File: src/rtl/reg_arb_pkg.sv
// Shared types, widths and helpers for the register-bank write arbiter.
package reg_arb_pkg;

  function automatic int unsigned clog2(input int unsigned v);
    int unsigned r;
    r = 0;
    for (int unsigned p = 1; p < v; p = p << 1) r++;
    return (r == 0) ? 1 : r;
  endfunction

  localparam int unsigned DEF_NREQ  = 4;
  localparam int unsigned DEF_NREGS = 4;
  localparam int unsigned ADDR_W    = clog2(DEF_NREGS);
  localparam int unsigned IDX_W     = clog2(DEF_NREQ);

  typedef enum logic {
    IDLE  = 1'b0,
    GRANT = 1'b1
  } state_t;

endpackage

File: src/rtl/rr_pick.sv
// Combinational round-robin picker: first set bit of eligible at or after ptr, wrapping.
module rr_pick #(
  parameter int unsigned NREQ  = 4,
  parameter int unsigned IDX_W = 2
) (
  input  logic [NREQ-1:0]  eligible,
  input  logic [IDX_W-1:0] ptr,
  output logic             found,
  output logic [IDX_W-1:0] idx
);

  logic [NREQ-1:0]  rot;
  logic [IDX_W-1:0] off;
  int unsigned      s;

  always_comb begin
    rot   = '0;
    found = 1'b0;
    off   = '0;
    s     = 0;
    // Rotate so that position 0 corresponds to ptr; modulo done by one conditional subtract.
    for (int unsigned k = 0; k < NREQ; k++) begin
      s = 32'(ptr) + k;
      if (s >= NREQ) s = s - NREQ;
      rot[k] = eligible[IDX_W'(s)];
    end
    for (int unsigned k = 0; k < NREQ; k++) begin
      if (rot[k] && !found) begin
        found = 1'b1;
        off   = IDX_W'(k);
      end
    end
    s = 32'(ptr) + 32'(off);
    if (s >= NREQ) s = s - NREQ;
    idx = IDX_W'(s);
  end

endmodule

File: src/rtl/reg_write_arbiter.sv
// Round-robin arbiter for the register bank write port, with capped locked bursts.
module reg_write_arbiter
  import reg_arb_pkg::*;
#(
  parameter int unsigned WIDTH     = 8,
  parameter int unsigned NREQ      = DEF_NREQ,
  parameter int unsigned NREGS     = DEF_NREGS,
  parameter int unsigned MAX_BURST = 4
) (
  input  logic                         clk,
  input  logic                         rst_n,
  input  logic [NREQ-1:0]              req,
  input  logic [NREQ-1:0]              lock,
  input  logic [NREQ*clog2(NREGS)-1:0] req_addr,
  input  logic [NREQ*WIDTH-1:0]        req_data,
  output logic [NREQ-1:0]              gnt,
  output logic [NREGS-1:0]             wr_en,
  output logic [WIDTH-1:0]             wr_data,
  output logic                         busy
);

  localparam int unsigned AW = clog2(NREGS);
  localparam int unsigned IW = clog2(NREQ);
  localparam int unsigned CW = clog2(MAX_BURST + 1);

  state_t          state, state_d;
  logic [IW-1:0]   ptr, ptr_d;
  logic [IW-1:0]   cur, cur_d;
  logic [CW-1:0]   burst_cnt, burst_cnt_d;
  logic [NREQ-1:0] eligible;
  logic            found;
  logic [IW-1:0]   pick;
  logic            held, forced;
  logic [NREQ-1:0] gnt_d;
  logic [NREGS-1:0] wr_en_d;
  logic [WIDTH-1:0] wr_data_d;
  logic [AW-1:0]   win_addr;

  function automatic logic [IW-1:0] next_idx(input logic [IW-1:0] i);
    return (i == IW'(NREQ - 1)) ? '0 : i + IW'(1);
  endfunction

  always_comb begin
    eligible = req;
    if (state == GRANT) eligible[cur] = 1'b0;
  end

  rr_pick #(
    .NREQ  (NREQ),
    .IDX_W (IW)
  ) u_pick (
    .eligible (eligible),
    .ptr      (ptr),
    .found    (found),
    .idx      (pick)
  );

  always_ff @(posedge clk) begin
    if (!rst_n) begin
      state     <= IDLE;
      ptr       <= '0;
      cur       <= '0;
      burst_cnt <= '0;
      gnt       <= '0;
      wr_en     <= '0;
      wr_data   <= '0;
    end else begin
      state     <= state_d;
      ptr       <= ptr_d;
      cur       <= cur_d;
      burst_cnt <= burst_cnt_d;
      gnt       <= gnt_d;
      wr_en     <= wr_en_d;
      wr_data   <= wr_data_d;
    end
  end

  // Locked owner continues until the cap; at the cap it yields to any other eligible
  // requester, and only restarts a fresh burst when nobody else is waiting.
  always_comb begin
    held        = (state == GRANT) && req[cur] && lock[cur];
    forced      = held && (burst_cnt >= CW'(MAX_BURST));
    state_d     = IDLE;
    ptr_d       = ptr;
    cur_d       = cur;
    burst_cnt_d = '0;
    if (held && !forced) begin
      state_d     = GRANT;
      burst_cnt_d = burst_cnt + CW'(1);
    end else if (found) begin
      state_d     = GRANT;
      cur_d       = pick;
      ptr_d       = next_idx(pick);
      burst_cnt_d = CW'(1);
    end else if (forced) begin
      state_d     = GRANT;
      ptr_d       = next_idx(cur);
      burst_cnt_d = CW'(1);
    end
  end

  always_comb begin
    gnt_d     = '0;
    wr_en_d   = '0;
    wr_data_d = '0;
    win_addr  = '0;
    if (state_d == GRANT) begin
      for (int unsigned i = 0; i < NREQ; i++) begin
        if (cur_d == IW'(i)) begin
          gnt_d[i]  = 1'b1;
          win_addr  = req_addr[i*AW +: AW];
          wr_data_d = req_data[i*WIDTH +: WIDTH];
        end
      end
      // Out-of-range addresses match no register, so the grant goes out with no write enable.
      for (int unsigned r = 0; r < NREGS; r++) wr_en_d[r] = (win_addr == AW'(r));
    end
  end

  assign busy = (state == GRANT);

endmodule

File: config.mk
export PLATFORM = sky130hd
export DESIGN_NAME = reg_write_arbiter
export DESIGN_NICKNAME = d
export VERILOG_FILES = /design/src/rtl/reg_arb_pkg.sv /design/src/rtl/rr_pick.sv /design/src/rtl/reg_write_arbiter.sv
export SDC_FILE = /design/constraint.sdc
export NUM_CORES = 1
export LEC_CHECK = 0
export BUFFER_PORTS_ARGS = -buffer_cell sky130_fd_sc_hd__buf_2
export CAP_MARGIN = 10
export CELL_PAD_IN_SITES_DETAIL_PLACEMENT = 1
export CELL_PAD_IN_SITES_GLOBAL_PLACEMENT = 1
export CORE_MARGIN = 4
export CORE_UTILIZATION = 24
export DETAILED_ROUTE_END_ITERATION = 8
export GPL_TIMING_DRIVEN = 0
export PLACE_DENSITY = 0.64
export SETUP_SLACK_MARGIN = 0.1
export SYNTH_ARGS = -nofsm -noshare
export SYNTH_HDL_FRONTEND = slang
export SYNTH_SLANG_ARGS = --single-unit
File: constraint.sdc
create_clock -name clk -period 3 [get_ports clk]
set_clock_uncertainty 0.2 [all_clocks]
set_input_delay 0.15 -clock clk [delete_from_list [all_inputs] [get_ports clk]]
set_output_delay 0.15 -clock clk [all_outputs]
set_load 0.05 [all_outputs]
== Word level (Yosys, flattened, before mapping) ==
Index checks and enable logic that the tools add are counted.
Operators by class
  add/sub/neg operators: 12
  magnitude comparators: 12
  eq/ne operators: 8
  muxes and demuxes: 52
  bitwise gates (word level): 3
  reductions and logical operators: 17
Operators by type and width (number)
  two-way mux 2 bit: 18
  two-way mux 8 bit: 4
  two-way mux 1 bit: 21
  greater-or-equal comparator 3 bit (second input constant): 5
  < comparator 2 x 3 -> 1 bit (second input constant): 5
  binary-select mux 1 bit (select 2 bit): 6
  == test 2 bit (second input constant): 6
  subtractor 2 x 1 -> 2 bit (second input constant): 5
  logical AND 1 bit: 8
  adder 2 x 2 -> 3 bit (second input constant): 2
  adder 2 x 1 -> 2 bit (second input constant): 2
  bitwise AND 4 bit: 1
  == test 2 x 1 -> 1 bit (second input constant): 2
  zero test 1 bit: 4
  zero test 2 bit: 2
  two-way mux 4 bit: 1
  NOT 4 bit: 1
  AND reduction 2 bit: 2
  adder 2 x 1 -> 3 bit (second input constant): 1
  adder 2 x 2 -> 3 bit: 1
  adder 3 x 1 -> 3 bit (second input constant): 1
  greater-or-equal comparator 2 x 3 -> 1 bit (second input constant): 1
  two-way mux 3 bit: 1
  demux 1 bit (select 2 bit): 1
  other kinds (3): 3
Word-level totals
  register bits: 24
  bits of input ports: 50
  output and inout bits: 17
  word-level logic and storage cells: 111

== Longest topological paths before layout ==
  word-level depth: 31
  depth in mapped cells: 15
  depth with buffers taken out: 13

== By module ==
A second synthesis with hierarchy kept.
Second synthesis, totals
  cells, all modules: 156
  area total of the unflattened synthesis: 1443.9 µm²
By module, submodules not included
  reg_write_arbiter: times used 1, cells an instance 131, area an instance 1277.5 µm²
  rr_pick: times used 1, cells an instance 25, area an instance 166.4 µm²

== Worst setup path after synthesis ==
Ideal clock, no wire load.
  path kind: reg-to-reg
  from: reg state, in the netlist busy
  to: reg wr_data[0]
  setup time: 0.115 ns
  arrival: 2.933 ns
  data required time: 2.685 ns
  setup slack: -0.248 ns
  cell stages (with the launch flop): 13
  cells stage by stage: dfxtp_1 > buf_2 > a21boi_0 > a2111oi_0 > a21oi_1 > o21ai_0 > ha_1 > xor2_1 > and3_1 > o31a_1 > buf_6 > mux4_2 > and2_1
On the way
  longest elaborated chain between the ends: 23
  elaborated cells between the ends (all ways): 45
  those cells by class: 2 x add/sub; 1 x order compare; 3 x eq/ne; 26 x mux; 13 x reduce/logical
Ends and longest elaborated chain
  start: declaration: RTL line reg_write_arbiter.sv:26  | state_t state, state_d;
  start signal: assignment: RTL line reg_write_arbiter.sv:68  | state <= state_d;
  two-way mux 4 bit: RTL line reg_write_arbiter.sv:45  | if (state == GRANT) eligible[cur] = 1'b0;
  binary-select mux 1 bit (select 2 bit): RTL line rr_pick.sv:25  | rot[k] = eligible[IDX_W'(s)];
  two-way mux 1 bit (implied by the code): RTL line rr_pick.sv:25
  two-way mux 1 bit: RTL line rr_pick.sv:28  | if (rot[k] && !found) begin
  zero test 1 bit: RTL line rr_pick.sv:28
  logical AND 1 bit: RTL line rr_pick.sv:28
  two-way mux 1 bit: RTL line rr_pick.sv:28
  zero test 1 bit: RTL line rr_pick.sv:28
  (+4 left out)
  two-way mux 2 bit: RTL line rr_pick.sv:28
  adder 2 x 2 -> 3 bit: RTL line rr_pick.sv:33  | s = 32'(ptr) + 32'(off);
  greater-or-equal comparator 3 bit / subtractor 2 x 1 -> 2 bit (equally long branches): RTL line rr_pick.sv:34  | if (s >= NREQ) s = s - NREQ;
  two-way mux 2 bit: RTL line rr_pick.sv:34
  two-way mux 2 bit: RTL line reg_write_arbiter.sv:90  | end else if (found) begin
  two-way mux 2 bit: RTL line reg_write_arbiter.sv:87  | if (held && !forced) begin
  zero test 2 bit: RTL line reg_write_arbiter.sv:109  | if (cur_d == IW'(i)) begin
  two-way mux 8 bit (4 in a row): RTL line reg_write_arbiter.sv:109
  end signal: assignment: RTL line reg_write_arbiter.sv:74  | wr_data <= wr_data_d;
  end: declaration: RTL line reg_write_arbiter.sv:18  | output logic [WIDTH-1:0] wr_data,
Parallel ways exist; a longest one is shown, timed or not. The select of a mux whose other input is x is not followed.
A chain may end at the register's enable or synchronous reset.

== Worst setup path in the final report ==
  from: reg cur[1]
  to: reg wr_data[5]
On the way
  longest elaborated chain between the ends: 29
  elaborated cells between the ends (all ways): 56
  those cells by class: 2 x add/sub; 3 x order compare; 3 x eq/ne; 32 x mux; 2 x bitwise; 14 x reduce/logical
Ends and longest elaborated chain
  start: declaration: RTL line reg_write_arbiter.sv:28  | logic [IW-1:0] cur, cur_d;
  start signal: assignment: RTL line reg_write_arbiter.sv:70  | cur <= cur_d;
  < comparator 2 x 3 -> 1 bit (implied by the code) / greater-or-equal comparator 2 x 1 -> 1 bit (equally long branches): RTL line reg_write_arbiter.sv:45
  logical AND 1 bit (implied by the code): RTL line reg_write_arbiter.sv:45
  two-way mux 1 bit (implied by the code): RTL line reg_write_arbiter.sv:45
  demux 1 bit (select 2 bit): RTL line reg_write_arbiter.sv:45
  NOT 4 bit (no source line)
  bitwise AND 4 bit (no source line)
  two-way mux 4 bit: RTL line reg_write_arbiter.sv:45
  binary-select mux 1 bit (select 2 bit): RTL line rr_pick.sv:25
  (+10 left out)
  two-way mux 2 bit: RTL line rr_pick.sv:28
  adder 2 x 2 -> 3 bit: RTL line rr_pick.sv:33
  greater-or-equal comparator 3 bit / subtractor 2 x 1 -> 2 bit (equally long branches): RTL line rr_pick.sv:34
  two-way mux 2 bit: RTL line rr_pick.sv:34
  two-way mux 2 bit: RTL line reg_write_arbiter.sv:90
  two-way mux 2 bit: RTL line reg_write_arbiter.sv:87
  zero test 2 bit: RTL line reg_write_arbiter.sv:109
  two-way mux 8 bit (4 in a row): RTL line reg_write_arbiter.sv:109
Parallel ways exist; a longest one is shown, timed or not. The select of a mux whose other input is x is not followed.

==> impl_metrics.py <==
metrics = {
    "place": {
        "pre_cts_ws_ns": -0.373,
        "dp_hpwl_microns": 3400,
        "routabilityCongestion": 0.708,
        "io_buffers": 66,
    },
    "layout": {
        "final_nets": 296,
        "area_growth_syn_to_layout_pct": 52.0,
        "fin_util_pct": 38.4,
        "n_antenna_cell": 0,
        "drive_gt1_share_pct": 51.5,
    },
    "synthesis": {
        "synth_edf_count": 0,
        "syn-mean-instance-area_sq_um": 9.75,
        "ys_types": 45,
        "ys_seq_area_share_pct": 31.6,
        "ys.flop_type": "dfxtp_1",
        "synthCells": 156,
        "ys_ff_latch": 24,
        "synth_async_sr_flop_share_pct": 0,
        "synth_top_area_share_pct": 31.6,
        "netlist_area_sq_mm": 0.00152,
        "yosysTopAreaCell": "dfxtp_1",
        "synthTopCellsByArea": "dfxtp_1 32%, mux4_2 13%, mux2i_1 5.3%",
        "synth_nets": 212,
        "synth.yosys.warnings": 0,
        "synth_common_cells": "24 x dfxtp_1, 14 x nor2_1, 12 x nand2_1",
        "synth.most_common_cell": "dfxtp_1",
    },
    "global_route": {
        "grt_use_total_pct": 12.1,
        "grt_first_pass_wirelength_microns": 7250,
        "globalRouteOverflowTotal": 0,
        "grt_max_degree": 15,
        "antenna_found_initial": 0,
        "grt_pass1_vias": 1481,
    },
    "outcome": {
        "status": "finished, violations left",
        "violations": "negative setup slack",
    },
    "hold_path": {
        "holdPathEnd": "wr_en[2]$_SDFF_PN0_",
        "hold_path.class": "input pin to register",
        "holdCritStartpoint": "req_addr[2]",
        "min_path_cells": 4,
    },
    "timing": {
        "setup_violations": 10,
        "max_freq_mhz": 313,
        "setup_tns_ns": -1.48,
        "rsz0062_at_grt": "yes",
        "timing.slew.headroom_pct": 63.2,
        "drv_slew": 0,
        "worst_slack_ns": -0.195,
        "tightest_slew_ns": 0.551,
        "min_period_over_period_pct": 107,
        "finalHoldViolations": 0,
        "period_minus_slack_ns": 3.20,
    },
    "critical_path": {
        "rr_endpoint": "wr_data[5]$_SDFF_PN0_",
        "worst-r2r-cell-count": 13,
        "cp-start-kind": "register",
        "crit_path_end_kind": "register",
        "rr_startpoint": "cur[1]$_SDFF_PN0_",
        "crit_type": "register to register",
        "cp.arrival_ns": 3.17,
        "r2r_setup_slack_ns": -0.20,
        "required_ns": 2.98,
        "startpoint": "cur[1]$_SDFF_PN0_",
        "crit_path_max_fanout": 5,
    },
    "clock_network": {
        "clock-sinks": 24,
        "clock_latency_ns": 0.27,
        "numCtsBuffers": 3,
        "cts.htree.levels": 1,
        "cts_root_buf": "clkbuf_8",
        "path_clk_slew_ns": 0.09,
        "cts_tree": "done",
        "cts_buffer_depth": 2,
    },
    "die": {
        "die_area_sq_mm": 0.00768,
        "rows": 28,
        "die_y_microns": 87.6,
        "initial_core_util_pct": 25.2,
        "fp.dieW_microns": 87.6,
        "core_sq_mm": 0.00603,
        "ios": 67,
    },
    "drt": {
        "dr.pass1.iters": 4,
        "ant_nets": 0,
        "vias": 1481,
        "wl_per_cell_microns": 14.4,
        "drt-initial-drc-count": 59,
        "viasPerCell": 4.72,
        "post-route-drc-count": 0,
        "wirelength_microns": 4540,
    },
    "flow_run": {
        "maxCapViolCount": 0,
    },
    "pwr": {
        "max-vdd-ir-drop_mv": 0.458,
        "power.leakage_uw": 0.00105,
        "p_per_area_mw_per_mm2": 1090,
    },
}
## worst max-delay path by stage
stage | endpoint | slack, ns | cells past startpoint
CTS | wr_data[2]$_SDFF_PN0_ | -0.19 | 12
global route | wr_data[7]$_SDFF_PN0_ | -0.36 | 14
detailed placement | wr_data[2]$_SDFF_PN0_ | -0.37 | 12
floorplan | wr_data[0]$_SDFF_PN0_ | 0.02 | 12
finish | wr_data[5]$_SDFF_PN0_ | -0.20 | 13
global placement | wr_data[5]$_SDFF_PN0_ | -0.36 | 12
## kinds of logic after synthesis
family | count (synthesis) | share of synthesized area [%]
fa+ha+maj | 6 | 4.93
mux | 18 | 19.3
xor+xnor | 2 | 1.15
simple gates | 63 | 21.4
buf+inv | 11 | 3.54
compound gates | 32 | 18.1
flops | 24 | 31.6
## worst max-delay path: stages, from the launching register on
cell	delay, ns
dfxtp_4	0.40
inv_4	0.06
ha_4	0.16
a21bo_4	0.23
a2111oi_4	0.30
a21oi_2	0.05
o21ai_1	0.11
ha_2	0.21
xor2_2	0.16
and3_1	0.19
o31a_1	0.21
buf_6	0.16
mux4_2	0.51
and2_4	0.15
## layout by cell type, fill, tap and decap left out, types with 4 or more instances in the layout
cell type / count
buf_4: 8
dfxtp_1: 21
nand2_1: 12
ha_4: 4
and2_1: 8
nor2b_1: 6
mux2i_1: 7
buf_2: 66
mux4_2: 9
buf_6: 6
nor2_1: 13
nand2b_1: 8
## per-stage QoR
| step | hold WS (ns) | power (uW) | cells | instance area (sq um) |
|---|---|---|---|---|
| final | 0.0643 | 2530 | 314 | 2310 |
| after global routing | 0.0822 | 2720 | 314 | 2310 |
| after CTS | 0.0689 | 2460 | 312 | 2240 |
| after detailed placement | 0.255 | 1990 | 297 | 2000 |
| after global placement | 0.243 | 1980 | 297 | 2000 |
| after floorplan | 0.0716 | 1670 | 156 | 1580 |
## per-layer routing
layer	vias to the layer above	global-route usage, %	wire length, microns
met2	34	20.5	2320
met3	5	3.57	247
li1	734	-	-
met1	708	15.2	1930
met4	0	2.51	38
met5	-	0	0
## where the power goes
part,switching (uW),internal [uW]
logic,931,796
clock network,110,179
registers,66.2,443
## area by class of cell
class / instances / area [sq um]
fill: 712 / 3710
multi-input combinational: 121 / 1130
sequential: 24 / 492
timing repair buffer: 79 / 445
tap: 75 / 93.8
buffer: 6 / 57.6
clock buffer: 3 / 41.3
clock inverter: 1 / 30.0
inverter: 5 / 26.3
## timing repair
action | 4_1_cts | 5_1_grt
cloned | 1 | 0
gates resized for setup | 19 | 16
hold endpoints to repair | 3 | 0
pin swaps | 9 | 12
endpoints found under the setup margin | 18 | 18
setup buffers | 9 | 3
hold buffers | 1 | 0
## sequential cells by signal (all words and copies together), names as in the netlist
signal,flops
busy,1
gnt,4
ptr,2
wr_data,8
burst_cnt,3
cur,2
wr_en,4
Note: power is estimated with default switching activity, not from simulation.
